File: src/rtl/restoring_divider_n.sv
// Multi-cycle unsigned restoring divider: one quotient bit per CALC cycle, WIDTH cycles per operation.
// Optional DIVZERO_DETECT_EN macro adds a one-cycle divide-by-zero fast path (DZERO state).
module restoring_divider_n #(
   parameter  int WIDTH = 4,
   localparam int CNT_W = $clog2(WIDTH + 1)
) (
   input  logic             i_clk,
   input  logic             i_rst,
   input  logic             start,
   input  logic [WIDTH-1:0] data_in_1,
   input  logic [WIDTH-1:0] data_in_2,
   output logic [2:0]       p_STATE,
   output logic [WIDTH-1:0] o_reg_Q,
   output logic [WIDTH-1:0] o_reg_R,
   output logic [WIDTH-1:0] o_reg_B,
   output logic [CNT_W-1:0] Count_out,
   output logic             done,
   output logic             busy,
   output logic             div_zero
);

   typedef enum logic [2:0] {
      IDLE  = 3'd0,
      CALC  = 3'd1,
`ifdef DIVZERO_DETECT_EN
      DZERO = 3'd3,
`endif
      DONE  = 3'd2
   } state_t;

   state_t               state;
   state_t               state_nxt;
   logic [2*WIDTH-1:0]   rq_sh;
   logic [WIDTH:0]       trial;

   assign p_STATE = state;

   always_ff @(posedge i_clk) begin
      if (i_rst) state <= IDLE;
      else       state <= state_nxt;
   end

   always_comb begin
      state_nxt = IDLE;
      busy      = 1'b0;
      case (state)
         IDLE: begin
            if (start) begin
`ifdef DIVZERO_DETECT_EN
               state_nxt = (data_in_1 == '0) ? DZERO : CALC;
`else
               state_nxt = CALC;
`endif
            end
         end
         CALC: begin
            busy      = 1'b1;
            state_nxt = (Count_out == CNT_W'(1)) ? DONE : CALC;
         end
`ifdef DIVZERO_DETECT_EN
         DZERO: begin
            busy      = 1'b1;
            state_nxt = DONE;
         end
`endif
         DONE:    state_nxt = IDLE;
         default: state_nxt = IDLE;
      endcase
   end

   // Trial subtraction is one bit wider than the operands; its MSB is the borrow (negative result).
   always_comb begin
      rq_sh = {o_reg_R, o_reg_Q} << 1;
      trial = {1'b0, rq_sh[2*WIDTH-1:WIDTH]} - {1'b0, o_reg_B};
   end

   always_ff @(posedge i_clk) begin
      if (i_rst) begin
         o_reg_Q   <= '0;
         o_reg_R   <= '0;
         o_reg_B   <= '0;
         Count_out <= '0;
      end else begin
         case (state)
            IDLE: begin
               if (start) begin
                  o_reg_B   <= data_in_1;
                  o_reg_Q   <= data_in_2;
                  o_reg_R   <= '0;
                  Count_out <= CNT_W'(WIDTH);
               end
            end
            CALC: begin
               Count_out <= Count_out - CNT_W'(1);
               if (trial[WIDTH]) begin
                  o_reg_R <= rq_sh[2*WIDTH-1:WIDTH];
                  o_reg_Q <= {rq_sh[WIDTH-1:1], 1'b0};
               end else begin
                  o_reg_R <= trial[WIDTH-1:0];
                  o_reg_Q <= {rq_sh[WIDTH-1:1], 1'b1};
               end
            end
`ifdef DIVZERO_DETECT_EN
            DZERO: begin
               // The dividend was parked in Q at acceptance; it becomes the remainder.
               o_reg_R   <= o_reg_Q;
               o_reg_Q   <= '1;
               o_reg_B   <= '0;
               Count_out <= '0;
            end
`endif
            default: ;
         endcase
      end
   end

   // done is registered off DONE, so it pulses on the IDLE cycle that follows it.
   always_ff @(posedge i_clk) begin
      if (i_rst) done <= 1'b0;
      else       done <= (state == DONE);
   end

`ifdef DIVZERO_DETECT_EN
   logic dz_r;
   always_ff @(posedge i_clk) begin
      if (i_rst)                     dz_r <= 1'b0;
      else if (state == IDLE && start) dz_r <= 1'b0;
      else if (state == DZERO)       dz_r <= 1'b1;
   end
   assign div_zero = dz_r;
`else
   assign div_zero = 1'b0;
`endif

endmodule

File: config.mk
export PLATFORM = sky130hd
export DESIGN_NAME = restoring_divider_n
export DESIGN_NICKNAME = d
export VERILOG_FILES = /design/src/rtl/restoring_divider_n.sv
export SDC_FILE = /design/constraint.sdc
export NUM_CORES = 1
export LEC_CHECK = 0
export BUFFER_PORTS_ARGS = -buffer_cell sky130_fd_sc_hd__buf_2
export CAP_MARGIN = 25
export CORE_ASPECT_RATIO = 1.4
export CORE_MARGIN = 2
export CORE_UTILIZATION = 49
export DETAILED_ROUTE_END_ITERATION = 8
export PLACE_DENSITY = 0.76
export SLEW_MARGIN = 30
export SYNTH_ARGS = -nofsm -noshare
export SYNTH_HDL_FRONTEND = slang
export SYNTH_SLANG_ARGS = --single-unit
File: constraint.sdc
create_clock -name i_clk -period 2.5 [get_ports i_clk]
set_input_delay 0.25 -clock i_clk [delete_from_list [all_inputs] [get_ports i_clk]]
set_output_delay 0.25 -clock i_clk [all_outputs]
set_load 0.01 [all_outputs]
==> results of run 1 <==
flip-flops by register name (all words and copies together) (netlist names):
name and count:
o_reg_Q 4, o_reg_B 4, done 1, o_reg_R 4
p_STATE 2, Count_out 3
placed cells by master, fill, tap and decap left out, types with 2 or more instances in the layout:
master / instances
a22o_1: 2
mux2i_1: 2
nand2b_1: 2
and3_1: 2
nand2_1: 10
conb_1: 2
nor2_1: 11
dfxtp_1: 18
a211oi_1: 2
inv_1: 12
a311oi_1: 3
ha_1: 6
clkbuf_4: 3
o22ai_1: 2
a21oi_1: 10
buf_2: 29
o21ai_0: 8
kinds of logic after synthesis:
kind of cell / after synthesis / synth area share, %
AOI/OAI and AO/OA: 36 / 28.0
and+or+nand+nor: 30 / 15.3
DFF: 18 / 36.7
buffers and inverters: 16 / 7.00
adders and majority gates: 7 / 9.68
muxes: 2 / 2.04
other: 1 / 0.382
xor gates and xnor gates: 1 / 0.892
worst min-delay path by stage:
stage	endpoint	startpoint	slack [ns]	cells past startpoint
after CTS	o_reg_B[0]$_SDFFE_PP0N_	data_in_1[0]	0.18	3
after global placement	o_reg_B[3]$_SDFFE_PP0N_	o_reg_B[3]$_SDFFE_PP0N_	0.48	2
after global routing	o_reg_B[2]$_SDFFE_PP0N_	data_in_1[2]	0.19	3
after floorplan	o_reg_Q[3]$_SDFFE_PP0P_	i_rst	0.32	1
after detailed placement	o_reg_B[3]$_SDFFE_PP0N_	o_reg_B[3]$_SDFFE_PP0N_	0.50	2
final	o_reg_B[0]$_SDFFE_PP0N_	data_in_1[0]	0.18	3
final cells by class:
cell class                 count  area [sq um]  area share, %
clock buffer                   4          36.3           3.10
inverter                      12          45.0           3.85
multi-input combinational     78           557           47.6
sequential                    18           360           30.8
tap                           21          26.3           2.25
timing repair buffer          29           145           12.4
routing by layer:
metal | track usage (%) | routed length [microns]
met3 | 1.90 | 58
met1 | 20.9 | 888
met2 | 38.2 | 1200
met5 | 0 | 0
met4 | 8.29 | 27
worst min-delay path, cell delays in order:
cell and delay [ns]:
buf_2 0.09, nand2_1 0.04, a21oi_1 0.05
metrics by stage:
step | setup slack (ns) | cell area, sq um
after global placement | 0.669 | 1130
final | 0.571 | 1170
after global routing | 0.464 | 1170
after floorplan | 0.634 | 986
after CTS | 0.574 | 1170
after detailed placement | 0.595 | 1130
report_power, final:
part           switching [W]  total (W)  internal [W]
sequential         0.0000212   0.000331      0.000310
combinational       0.000120   0.000214     0.0000947
clock              0.0000906   0.000179     0.0000887
==> PnR_summary.wiki, run 1 <==
{| class="wikitable"
! Metric !! Value
|-
| Starting DRC count in detailed routing || 11
|-
| Number of diodes || 0
|-
| Global-route wire length before repair || 3680 microns
|-
| Master of the slowest instance on the critical path || fa_1
|-
| Minimum hold slack || 0.183 ns
|-
| Number of antenna violations at the first check in global routing || 0
|-
| CP Buf/Inv Count || 1
|-
| Netlist Area Pre-Place || 982 sq um
|-
| Family with the most delay on the worst path || adder cells
|-
| Setup repair after global routing missed its margin || no
|-
| Number of antenna-violating nets in the routed design || 0
|-
| Final critical path time including I/O delays and setup || 1.93 ns
|-
| Final hold violations || 0
|-
| RePlAce Congestion || 0.951
|-
| Area grow syn2layout || 19.1%
|-
| Register area share after synthesis || 36.7%
|-
| Fraction of layout instances using a drive strength above 1 || 29.8%
|-
| Most numerous cell types in the synthesized netlist || dfxtp_1 (18), inv_1 (12), nor2_1 (11), a21oi_1 (10), nand2_1 (10)
|-
| Number of buffers inserted to repair setup after CTS || 0
|-
| Worst hold-check path type || input pin to register
|-
| Number of cells on the critical path || 7
|-
| Cell variety after synth || 34
|-
| Starting density of the core || 51.0%
|-
| Count of cells resized by post-cts repair || 0
|-
| Final routed wirelength across all metal layers || 2180 microns
|-
| Highest fanout seen on the critical path || 3
|-
| Max-Cap Viols || 0
|-
| Cell types occupying the most area after synthesis || dfxtp_1 (37%), ha_1 (7.6%), a21oi_1 (5.1%), inv_1 (4.6%), nor2_1 (4.2%)
|-
| Maximum achievable frequency || 0.518 GHz
|-
| Post-route fraction of the period consumed by the critical path || 77.2%
|-
| Fin. max-slew vios || 0
|-
| Post-route DRC || 0
|-
| Clk buf depth || 2
|-
| Clock insertion delay at the later pin of the skew report || 0.29 ns
|-
| Total of hold buffers inserted after clock tree synthesis || 0
|-
| Cell count after placement || 158
|-
| Global-route total usage across every layer || 19.6%
|-
| Number of flops mapped to enable cells by yosys || 0
|-
| Overall Power || 0.000724 W
|-
| R2R Setup Slk || 0.57 ns
|-
| Launching point of the worst reg2reg path || o_reg_Q[3]$_SDFFE_PP0P_
|-
| Site row count || 19
|-
| Setup TNS || 0 ns
|-
| Die X-Extent || 41.8 microns
|-
| CP Cell Sequence || inv_1 -> ha_1 -> fa_1 -> nand2b_4 -> a21o_2 -> a221oi_2 -> a21oi_1
|-
| Crit. End Element || register
|-
| Crit path to || o_reg_R[3]$_SDFFE_PP0P_
|-
| Class of the most critical setup path || register to register
|-
| Number of warning messages in the yosys log || 0
|-
| Count of filler cells inserted in the layout || 187
|-
| Fraction of registers with async set/reset || 0%
|-
| Critical path data arrival time || 2.12 ns
|-
| Delay of the slowest critical-path stage || 0.42 ns
|-
| Final non-filler cell total || 162
|-
| Post-Synthesis Mean Instance Area || 8.85 sq um
|-
| TritonCTS Buffers || 3
|-
| Number of detailed-route iterations in the first pass || 4
|-
| Final Skew || 0.00102 ns
|-
| Total number of vias || 893
|-
| Placeable core region || 1930 sq um
|-
| Setup crit start kind || register
|-
| Overall die height || 57.0 microns
|-
| Congestion Overflow GR || 0
|-
| Flip-flop and latch count after synthesis || 18
|-
| Die area || 2380 sq um
|-
| Synthesized netlist cell count || 111
|-
| Sinks on Clock Net || 18
|-
| Start point of the critical path || o_reg_Q[3]$_SDFFE_PP0P_
|-
| LEAKAGE || 0.553 nW
|-
| CTS tree || yes
|-
| Maximum level of the CTS H-tree || 1
|-
| Worst IR drop on VDD || 363 uV
|-
| Detailed placement HPWL || 1740 microns
|-
| Reg2Reg Depth || 7
|-
| Endpoints failing setup || 0
|-
| Area share of the largest cell type after synthesis || 36.7%
|-
| Via count of the first global-routing pass || 872
|-
| IO Pins || 32
|-
| Critical path required time || 2.69 ns
|-
| Final net count || 160
|-
| Status || finished, final reports clean
|-
| FF-to-FF End || o_reg_R[3]$_SDFFE_PP0P_
|-
| Most used DFF post-synth || dfxtp_1
|-
| Pin count of the biggest net entering global routing || 16
|-
| Cell type with the highest aggregate area in the netlist || dfxtp_1
|-
| Per-cell via count in the routed design || 5.51
|-
| Post-DR wirelength/cell || 13.4 microns
|-
| Clock slew at reported path FFs || 0.10 ns
|-
| Most instantiated library cell after synthesis || dfxtp_1
|-
| Pwr Density || 619 nW/um^2
|-
| Post-layout utilization of the core || 60.8%
|-
| CTS root buf || clkbuf_4
|-
| # port buffers || 29
|}
Power figures use the tool's default switching activity.
==> inputs of run 2 (changes only) <==
Clock period 2.5 ns to 2 ns, I/O delays scaled along.
==> PnR_summary.wiki, run 2 (synthesis results as in run 1) <==
{| class="wikitable"
! Metric !! Value
|-
| Status || finished, final reports clean
|-
| CP Cell Sequence || inv_1 -> ha_1 -> fa_2 -> nand2b_4 -> a21o_2 -> a221oi_2 -> a21oi_1
|-
| Congestion Overflow GR || 0
|-
| Detailed placement HPWL || 1740 microns
|-
| # port buffers || 29
|-
| Total of hold buffers inserted after clock tree synthesis || 0
|-
| CP Buf/Inv Count || 1
|-
| Class of the most critical setup path || register to register
|-
| Number of antenna violations at the first check in global routing || 0
|-
| RePlAce Congestion || 0.951
|-
| Post-DR wirelength/cell || 13.7 microns
|-
| CTS root buf || clkbuf_4
|-
| DR WL met3 || 60 microns
|-
| Delay of the slowest critical-path stage || 0.37 ns
|-
| Setup TNS || 0 ns
|-
| Fin. max-slew vios || 0
|-
| Per-cell via count in the routed design || 5.56
|-
| Number of buffers inserted to repair setup after CTS || 0
|-
| Critical path required time || 2.18 ns
|-
| Critical path data arrival time || 2.06 ns
|-
| Final net count || 160
|-
| Summed area of non-filler cells in the final layout || 1170 sq um
|-
| Number of detailed-route iterations in the first pass || 4
|-
| Die area || 2380 sq um
|-
| Total number of vias || 900
|-
| Post-route fraction of the period consumed by the critical path || 94.0%
|-
| TritonCTS Buffers || 3
|-
| Site row count || 19
|-
| Placeable core region || 1930 sq um
|-
| Clk buf depth || 2
|-
| Max Used Layer || met4
|-
| Master of the slowest instance on the critical path || fa_2
|-
| Maximum level of the CTS H-tree || 1
|-
| Worst hold-check path type || input pin to register
|-
| Post-layout utilization of the core || 60.9%
|-
| Minimum hold slack || 0.139 ns
|-
| Setup repair after global routing missed its margin || no
|-
| Global-route wire length before repair || 3680 microns
|-
| Highest fanout seen on the critical path || 3
|-
| CTS tree || yes
|-
| Registers with the most flip-flops || o_reg_B (4), o_reg_Q (4), o_reg_R (4)
|-
| Most frequent standard cell in the layout excluding fill and tap cells || buf_2
|-
| Maximum achievable frequency || 0.532 GHz
|-
| Worst IR drop on VDD || 451 uV
|-
| Via count of the first global-routing pass || 872
|-
| Max-Cap Viols || 0
|-
| Die X-Extent || 41.8 microns
|-
| Commonest non-fill, non-tap cells in the layout || buf_2 (29), dfxtp_1 (18), inv_1 (12), nor2_1 (11)
|-
| Fraction of layout instances using a drive strength above 1 || 30.5%
|-
| Amount of wire on met2 after detailed routing || 1250 microns
|-
| Post-Place Cell Area || 1130 sq um
|-
| Final worst slack || 0.120 ns
|-
| Endpoints failing setup || 0
|-
| Number of diodes || 0
|-
| LEAKAGE || 0.552 nW
|-
| Pwr Density || 773 nW/um^2
|-
| Final routed wirelength across all metal layers || 2220 microns
|-
| IO Pins || 32
|-
| Global-route total usage across every layer || 19.6%
|-
| Area grow syn2layout || 19.4%
|-
| Pin count of the biggest net entering global routing || 16
|-
| Final critical path time including I/O delays and setup || 1.88 ns
|-
| Clock slew at reported path FFs || 0.10 ns
|-
| Setup crit start kind || register
|-
| Sinks on Clock Net || 18
|-
| Starting DRC count in detailed routing || 16
|-
| Starting density of the core || 51.0%
|-
| Placement Setup Slack || 0.0948 ns
|-
| Crit. End Element || register
|-
| Family with the most delay on the worst path || adder cells
|-
| Routed metal-1 wirelength || 890 microns
|-
| Final hold violations || 0
|-
| Number of antenna-violating nets in the routed design || 0
|-
| Overall die height || 57.0 microns
|-
| Count of filler cells inserted in the layout || 186
|-
| Final Skew || 0.00278 ns
|-
| Post-route DRC || 0
|-
| Clock insertion delay at the later pin of the skew report || 0.29 ns
|}
run 2: path summary, 6_finish.rpt:
check | cells past startpoint | endpoint | slack (ns) | startpoint
worst max-delay path | 7 | o_reg_R[3]$_SDFFE_PP0P_ | 0.12 | o_reg_Q[3]$_SDFFE_PP0P_
worst min-delay path | 3 | o_reg_B[0]$_SDFFE_PP0N_ | 0.14 | data_in_1[0]
worst max register to register | 7 | o_reg_R[3]$_SDFFE_PP0P_ | 0.12 | o_reg_Q[3]$_SDFFE_PP0P_
worst min register to register | 2 | o_reg_B[3]$_SDFFE_PP0N_ | 0.50 | o_reg_B[3]$_SDFFE_PP0N_
run 2: power breakdown:
part / total, W / leakage (nW) / switching (W) / internal, W
Combinational: 0.000270 / 0.383 / 0.000151 / 0.000119
Clock: 0.000222 / 0.0210 / 0.000111 / 0.000111
Sequential: 0.000414 / 0.148 / 0.0000269 / 0.000387
run 2: layer usage:
layer | track usage [%] | vias to the layer above
li1 | - | 448
met1 | 20.9 | 432
met2 | 38.2 | 18
met3 | 1.90 | 2
met4 | 8.29 | 0
met5 | 0 | -
run 2: final cells by class:
class	count	area (sq um)	area share (%)
clock buffers	4	36.3	3.09
inverters	12	45.0	3.84
multi-input cells	78	559	47.7
flip-flops and latches	18	360	30.7
well taps	21	26.3	2.24
repair buffers	29	145	12.4
run 2: repair_timing:
action / in CTS / in global routing
resized for setup: 0 / 1
setup endpoints to repair: 0 / 3
hold endpoints to repair: 0 / 0
run 2: through the flow:
step                      std cells  total power [W]
after floorplan                 112         0.000615
after global placement          158         0.000679
after detailed placement        158         0.000690
after CTS                       162         0.000911
after global routing            162         0.000961
final                           162         0.000906
run 2: worst min-delay path, delay by kind of cell:
| family | cells | cell delay (ns) |
|---|---|---|
| buffers and inverters | 1 | 0.09 |
| AOI/OAI and AO/OA | 1 | 0.05 |
| and+or+nand+nor | 1 | 0.04 |
